`src/rtl/fft_peak_detect.sv`:
```
// ---------------------------------------------------------------------------
// fft_peak_detect
//
// Consumes the FFT source-side stream one complex bin per valid beat, computes
// per-bin power (re^2 + im^2) over the non-mirrored half spectrum and reports
// the strongest bin once per well-formed frame.
//
// The frame exponent travels down the pipeline with the first beat and the
// running maximum is only cleared when that beat reaches the compare stage.
// A frame that starts right behind a finishing one therefore never disturbs
// the result that is still draining.
//
// Ports:
//   clk        in   system clock
//   rst_n      in   asynchronous active-low reset
//   in_valid   in   beat valid (block is always ready)
//   in_sop     in   first bin of frame
//   in_eop     in   last bin of frame
//   in_real    in   signed real part, DW bits
//   in_imag    in   signed imaginary part, DW bits
//   in_exp     in   block exponent, taken on the sop beat
//   peak_valid out  one-cycle pulse, frame result presented
//   peak_bin   out  index of the maximum-power bin
//   peak_pwr   out  power of that bin, unsigned 2*DW+1 bits
//   peak_exp   out  exponent of the frame
//   frame_err  out  one-cycle pulse on a malformed frame
// ---------------------------------------------------------------------------
module fft_peak_detect #(
    parameter int DW      = 12,
    parameter int N       = 1024,
    parameter int IDXW    = 10,
    parameter int SKIP_DC = 1
) (
    input  logic                 clk,
    input  logic                 rst_n,
    input  logic                 in_valid,
    input  logic                 in_sop,
    input  logic                 in_eop,
    input  logic signed [DW-1:0] in_real,
    input  logic signed [DW-1:0] in_imag,
    input  logic [5:0]           in_exp,
    output logic                 peak_valid,
    output logic [IDXW-1:0]      peak_bin,
    output logic [2*DW:0]        peak_pwr,
    output logic [5:0]           peak_exp,
    output logic                 frame_err
);

    localparam logic [IDXW-1:0] LAST_BIN = IDXW'(N - 1);
    // Reported when no candidate bin beats zero power.
    localparam logic [IDXW-1:0] DEF_BIN  = (SKIP_DC != 0) ? IDXW'(1) : '0;

    typedef enum logic {IDLE, ACCUM} state_t;

    function automatic logic [2*DW-1:0] square(input logic signed [DW-1:0] x);
        logic signed [2*DW-1:0] p;
        p = x * x;
        return p;
    endfunction

    // Sum of two squares cannot overflow 2*DW+1 bits.
    function automatic logic [2*DW:0] add_pwr(input logic [2*DW-1:0] a,
                                              input logic [2*DW-1:0] b);
        return {1'b0, a} + {1'b0, b};
    endfunction

    // Lower half of the spectrum only, optionally without DC.
    function automatic logic is_cand(input logic [IDXW-1:0] k);
        return !k[IDXW-1] && !((SKIP_DC != 0) && (k == '0));
    endfunction

    // -----------------------------------------------------------------------
    // Framing FSM
    // -----------------------------------------------------------------------
    state_t          state_q, state_d;
    logic [IDXW-1:0] cnt_q, cnt_d;
    logic [IDXW-1:0] cnt_nxt;
    logic            err_d;
    logic            push_d;
    logic [IDXW-1:0] bin_d;
    logic            first_d;
    logic            last_d;

    assign cnt_nxt = cnt_q + IDXW'(1);

    always_comb begin
        state_d = state_q;
        cnt_d   = cnt_q;
        err_d   = 1'b0;
        push_d  = 1'b0;
        bin_d   = cnt_q;
        first_d = 1'b0;
        last_d  = 1'b0;
        if (in_valid) begin
            if (in_sop) begin
                // A sop always opens a new frame at bin 0; in ACCUM it also
                // abandons the frame in progress. sop+eop together is a
                // one-beat frame, which can never be complete.
                err_d   = (state_q == ACCUM) || in_eop;
                push_d  = 1'b1;
                bin_d   = '0;
                first_d = 1'b1;
                cnt_d   = '0;
                state_d = in_eop ? IDLE : ACCUM;
            end else if (state_q == ACCUM) begin
                if (cnt_q == LAST_BIN) begin
                    // Frame ran past N bins without an eop.
                    err_d   = 1'b1;
                    state_d = IDLE;
                end else begin
                    push_d = 1'b1;
                    bin_d  = cnt_nxt;
                    cnt_d  = cnt_nxt;
                    if (in_eop) begin
                        state_d = IDLE;
                        if (cnt_nxt == LAST_BIN) begin
                            last_d = 1'b1;
                        end else begin
                            err_d = 1'b1;
                        end
                    end
                end
            end
        end
    end

    always_ff @(posedge clk or negedge rst_n) begin
        if (!rst_n) begin
            state_q <= IDLE;
            cnt_q   <= '0;
        end else begin
            state_q <= state_d;
            cnt_q   <= cnt_d;
        end
    end

    // -----------------------------------------------------------------------
    // Stage 1: squares
    // -----------------------------------------------------------------------
    logic            vld_p1_q, first_p1_q, last_p1_q;
    logic [2*DW-1:0] re_sq_p1_q, im_sq_p1_q;
    logic [IDXW-1:0] bin_p1_q;
    logic            cand_p1_q;
    logic [5:0]      exp_p1_q;

    always_ff @(posedge clk or negedge rst_n) begin
        if (!rst_n) begin
            vld_p1_q   <= 1'b0;
            first_p1_q <= 1'b0;
            last_p1_q  <= 1'b0;
        end else begin
            vld_p1_q   <= push_d;
            first_p1_q <= first_d;
            last_p1_q  <= last_d;
        end
    end

    always_ff @(posedge clk) begin
        if (push_d) begin
            re_sq_p1_q <= square(in_real);
            im_sq_p1_q <= square(in_imag);
            bin_p1_q   <= bin_d;
            cand_p1_q  <= is_cand(bin_d);
            exp_p1_q   <= in_exp;
        end
    end

    // -----------------------------------------------------------------------
    // Stage 2: power sum
    // -----------------------------------------------------------------------
    logic            vld_p2_q, first_p2_q, last_p2_q;
    logic [2*DW:0]   pwr_p2_q;
    logic [IDXW-1:0] bin_p2_q;
    logic            cand_p2_q;
    logic [5:0]      exp_p2_q;

    always_ff @(posedge clk or negedge rst_n) begin
        if (!rst_n) begin
            vld_p2_q   <= 1'b0;
            first_p2_q <= 1'b0;
            last_p2_q  <= 1'b0;
        end else begin
            vld_p2_q   <= vld_p1_q;
            first_p2_q <= first_p1_q;
            last_p2_q  <= last_p1_q;
        end
    end

    always_ff @(posedge clk) begin
        if (vld_p1_q) begin
            pwr_p2_q  <= add_pwr(re_sq_p1_q, im_sq_p1_q);
            bin_p2_q  <= bin_p1_q;
            cand_p2_q <= cand_p1_q;
            exp_p2_q  <= exp_p1_q;
        end
    end

    // -----------------------------------------------------------------------
    // Stage 3: running maximum
    // -----------------------------------------------------------------------
    logic [2*DW:0]   run_pwr_q, run_pwr_d;
    logic [IDXW-1:0] run_bin_q, run_bin_d;
    logic [5:0]      run_exp_q, run_exp_d;
    logic            done_p3_q;

    always_comb begin
        run_pwr_d = run_pwr_q;
        run_bin_d = run_bin_q;
        run_exp_d = run_exp_q;
        if (vld_p2_q) begin
            if (first_p2_q) begin
                run_exp_d = exp_p2_q;
                if (cand_p2_q) begin
                    run_pwr_d = pwr_p2_q;
                    run_bin_d = bin_p2_q;
                end else begin
                    run_pwr_d = '0;
                    run_bin_d = DEF_BIN;
                end
            end else if (cand_p2_q && (pwr_p2_q > run_pwr_q)) begin
                // Strictly greater: ties keep the earlier (lower) bin.
                run_pwr_d = pwr_p2_q;
                run_bin_d = bin_p2_q;
            end
        end
    end

    always_ff @(posedge clk or negedge rst_n) begin
        if (!rst_n) begin
            run_pwr_q <= '0;
            run_bin_q <= '0;
            run_exp_q <= '0;
            done_p3_q <= 1'b0;
        end else begin
            run_pwr_q <= run_pwr_d;
            run_bin_q <= run_bin_d;
            run_exp_q <= run_exp_d;
            done_p3_q <= vld_p2_q && last_p2_q;
        end
    end

    // -----------------------------------------------------------------------
    // Output registers
    // -----------------------------------------------------------------------
    logic            peak_valid_q;
    logic [IDXW-1:0] peak_bin_q;
    logic [2*DW:0]   peak_pwr_q;
    logic [5:0]      peak_exp_q;
    logic            frame_err_q;

    always_ff @(posedge clk or negedge rst_n) begin
        if (!rst_n) begin
            peak_valid_q <= 1'b0;
            peak_bin_q   <= '0;
            peak_pwr_q   <= '0;
            peak_exp_q   <= '0;
            frame_err_q  <= 1'b0;
        end else begin
            peak_valid_q <= done_p3_q;
            frame_err_q  <= err_d;
            if (done_p3_q) begin
                peak_bin_q <= run_bin_q;
                peak_pwr_q <= run_pwr_q;
                peak_exp_q <= run_exp_q;
            end
        end
    end

    assign peak_valid = peak_valid_q;
    assign peak_bin   = peak_bin_q;
    assign peak_pwr   = peak_pwr_q;
    assign peak_exp   = peak_exp_q;
    assign frame_err  = frame_err_q;

endmodule

```
`config.mk`:
```
export PLATFORM = sky130hd
export DESIGN_NAME = fft_peak_detect
export DESIGN_NICKNAME = d
export VERILOG_FILES = /design/src/rtl/fft_peak_detect.sv
export SDC_FILE = /design/constraint.sdc
export NUM_CORES = 1
export LEC_CHECK = 0
export BUFFER_PORTS_ARGS = -buffer_cell sky130_fd_sc_hd__buf_2
export CAP_MARGIN = 20
export CORE_MARGIN = 3
export CORE_UTILIZATION = 30
export DETAILED_ROUTE_END_ITERATION = 6
export HOLD_SLACK_MARGIN = 0.08
export SLEW_MARGIN = 40
export SYNTH_ARGS = -nofsm -noshare
export SYNTH_HDL_FRONTEND = slang
export SYNTH_SLANG_ARGS = --single-unit
```
`constraint.sdc`:
```
create_clock -name clk -period 3.39 [get_ports clk]
set_input_delay 0 -clock clk [delete_from_list [all_inputs] [get_ports clk]]
set_output_delay 0 -clock clk [all_outputs]
set_load 0.02 [all_outputs]
```
==> impl_metrics.csv <==
group,metric,value,unit
place,post_dp_cell_area,0.0219,sq mm
route,drc,0,
logic_synthesis,synth.area.top_cells,"fa_1 (27%), edfxtp_1 (17%), dfrtp_1 (14%), ha_1 (11%), inv_1 (7.6%)",
logic_synthesis,async_flop_share,49.3,%
grt,grt_first_pass_wirelength,66600,um
logic_synthesis,yosysSeqAreaShare,30.6,%
critical_path,critPathRequiredTime,3.66,ns
cts,clock_latency,0.53,ns
pwr,power.density,1150,mW/mm^2
cts,cts_tree,"built",
pwr,ir_worst_vdd,0.000880,V
logic_synthesis,yosys.area.top_type,"fa_1",
grt,grt_usage,12.1,%
logic_synthesis,synth-edff-count,105,
critical_path,cp-start-kind,"input pin",
logic_synthesis,yosysTopAreaCellShare,26.5,%
pwr,power_switching,11.3,mW
grt,grt_pass1_vias,14100,
timing,fin_crit_sh,129,%
critical_path,cpPeakStageDelay,0.53,ns
timing,setup_viol,30,
logic_synthesis,yosys_warnings,0,
critical_path,path_buf_inv,7,
critical_path,arrival,4.65,ns
grt,grt_max_degree,66,
cts,cts_buffer_depth,3,
route,initialDrtViolationCount,489,
die,row_count,90,
pwr,sw_frac_of_total,40.6,%
place,routabilityCongestion,0.824,
place,io_buffers,77,
pwr,p_leak,11.5,nW
critical_path,crit_chain,"buf_8, and2_4, fa_1, inv_1, fa_1, fa_1, inv_2, fa_1, inv_1, fa_1, inv_2, ha_4, buf_4, buf_6, or3_4, a21oi_4, a211oi_2, nor2_1, a211oi_2, a211oi_2, o2bb2ai_2, xnor2_1",
pwr,internal_power,16.5,mW
logic_synthesis,syn_nets,2136,
route,wl_per_cell,13.5,um
critical_path,cp_top_family,"adder cells",
finish,drive_gt1_share,30.9,%
route,antenna_left,0,
place,dp_hpwl,31200,um
finish,layout-area-overhead-vs-synth,28.9,%
critical_path,end_kind,"flip-flop",
cts,cts.clk_slew.worst_paths,0.06,ns
logic_synthesis,netlist_area,0.0186,sq mm
timing,clock.fmax,228,MHz
critical_path,critPathKind,"in -> reg",
logic_synthesis,ys_top_cells_by_count,"inv_1 (378), fa_1 (247), ha_1 (160), nand2_1 (113), edfxtp_1 (105)",
run,drv_cap,0,
timing,final_max_slew_viol_count,0,
route,vias,12500,
critical_path,crit_fanout,5,
cts,htreeDepth,1,
timing,rsz0062_at_grt,"true",
timing,finalClockSkew,0.0340,ns
logic_synthesis,synthFlopType,"edfxtp_1",
critical_path,crit_slowest_cell,"fa_1",
pwr,totalPowerFinal,27.7,mW
status,violations,"setup timing",
die,start_util,30.6,%
grt,grt_overflow_total,0,
logic_synthesis,yosysMostFrequentCell,"inv_1",
timing,hold_viol,0,
logic_synthesis,ys_ff_latch,207,
logic_synthesis,synthCells,1694,
finish,nNetsFinal,2463,
pwr,p_clk_share,9.6,%
cts,cts_inserted_buffers,24,
die,die_h,255,um
timing,tightest_slew,0.616,ns
timing,hold_ws,0.205,ns
timing,period_minus_slack,4.38,ns
cts,cts_num_sinks,207,
die,fp.dieW,255,um
finish,antenna_cells,0,
die,core_area,0.0609,sq mm
timing,max_slew_margin,59.0,%
logic_synthesis,yosysUniqueCellTypes,70,
die,die-area,0.0652,sq mm
critical_path,crit_path_frequent_cell,"fa_1",
finish,design_area,0.0240,sq mm
route,drt-pass1-iter-count,4,
cts,root_buffer,"clkbuf_16",
logic_synthesis,syn_area_per_cell,11.0,sq um
status,outcome,"finished with violations",
pwr,power_frac_comb,73.8,%
timing,finalWorstSetupSlack,-0.993,ns
pwr,pwr-share-seq,16.6,%
route,viasPerCell,4.37,
grt,antenna_found_initial,0,
route,wl,38700,um
timing,setup_tns,-17.94,ns
worst_hold_path,holdCritPathClass,"in -> reg",
die,ioPinCount,78,
logic make-up (layout without fill, tap and decap cells):
group	after synthesis	after routing	synth area share, %
buffers and inverters	423	768	8.67
flip-flops	207	207	30.6
AO/OA/AOI/OAI	154	154	6.13
multiplexers	84	84	4.83
XOR/XNOR	75	75	3.52
adder cells (fa/ha/maj)	407	407	37.2
AND/OR/NAND/NOR	344	344	9.00
layout by cell type (no fill, tap or decap), drive strengths merged, types with 7 or more instances in the layout:
cell | synthesis | final
nand4 | 7 | 7
nand3 | 15 | 15
and3 | 13 | 13
o21a | 16 | 16
ha | 160 | 160
clkbuf | 35 | 35
a21oi | 39 | 39
o21ai | 21 | 21
mux2i | 36 | 36
edfxtp | 105 | 105
nor3 | 15 | 15
dfrtp | 102 | 102
xnor2 | 60 | 60
buf | 8 | 327
a211oi | 7 | 7
nand2b | 7 | 7
a31oi | 12 | 12
fa | 247 | 247
and2 | 74 | 74
dlygate4sd3 | 0 | 17
or3 | 7 | 7
o22ai | 9 | 9
nor2 | 72 | 72
nor2b | 8 | 8
xor2 | 15 | 15
nand2 | 113 | 113
inv | 380 | 380
a21o | 12 | 12
mux2 | 48 | 48
routing by layer:
| metal | track usage, % | vias to the layer above | wire length [um] |
|---|---|---|---|
| met1 | 15.1 | 6321 | 16500 |
| li1 | - | 6038 | - |
| met5 | 0 | - | 0 |
| met4 | 2.04 | 0 | 494 |
| met3 | 1.15 | 38 | 1170 |
| met2 | 22.7 | 145 | 20500 |
power by group through the flow:
stage | clock, mW | combinational [mW] | sequential, mW
2_1_floorplan | 0 | 12.3 | 4.44
3_3_place_gp | 0 | 17.9 | 4.65
3_5_place_dp | 0 | 18.4 | 4.65
4_1_cts | 2.74 | 19.8 | 4.61
5_1_grt | 2.84 | 23.0 | 4.68
6_report | 2.66 | 20.5 | 4.60
per-stage QoR:
stage | worst slack [ns] | utilization (%) | std cells
after floorplan | -1.40 | - | 1694
after global placement | -1.64 | 35.9 | 2774
after detailed placement | -1.72 | 35.9 | 2774
after CTS | -1.02 | 38.9 | 2857
after global routing | -1.18 | 39.5 | 2867
final | -0.993 | 39.5 | 2867
path summary, 6_finish.rpt:
check	startpoint	to	slack [ns]	depth (start not counted)
max in group asynchronous	rst_n	run_exp_q[4]$_DFFE_PN0P_	2.06	4
max	in_real[2]	re_sq_p1_q[23]$_DFFE_PP_	-0.99	22
min	in_real[3]	re_sq_p1_q[3]$_DFFE_PP_	0.21	5
min reg2reg	last_p1_q$_DFF_PN0_	last_p2_q$_DFF_PN0_	0.35	0
max reg2reg	pwr_p2_q[10]$_DFFE_PP_	run_pwr_q[9]$_DFFE_PN0P_	0.36	10
min in group asynchronous	rst_n	peak_pwr[10]$_DFFE_PN0P_	0.59	3
state kept, by name (all words and copies together) (netlist names), 10 cells and up:
| signal | cells |
|---|---|
| run_bin_q | 10 |
| re_sq_p1_q | 23 |
| bin_p1_q | 10 |
| cnt_q | 10 |
| pwr_p2_q | 25 |
| peak_bin | 10 |
| peak_pwr | 25 |
| im_sq_p1_q | 23 |
| run_pwr_q | 25 |
| bin_p2_q | 10 |
repair_timing:
action / CTS / global route
endpoints found under the hold margin: 90 / 8
pin swaps: 108 / 78
resized for setup: 177 / 78
cloned: 0 / 0
hold buffers: 16 / 1
buffers inserted: 27 / 14
endpoints found under the setup margin: 32 / 31
cell type report:
| type | count | area (sq um) |
|---|---|---|
| flip-flops and latches | 207 | 5710 |
| repair buffers | 344 | 2800 |
| clock inverters | 9 | 114 |
| fillers | 5853 | 36900 |
| well taps | 828 | 1040 |
| multi-input cells | 1064 | 12200 |
| inverters | 380 | 1440 |
| clock buffers | 35 | 733 |
worst min-delay path, stage by stage:
cell    delay (ns)
buf_6         0.10
buf_4         0.15
and2_1        0.16
buf_4         0.11
ha_1          0.11
(Power assumes the default switching activity.)
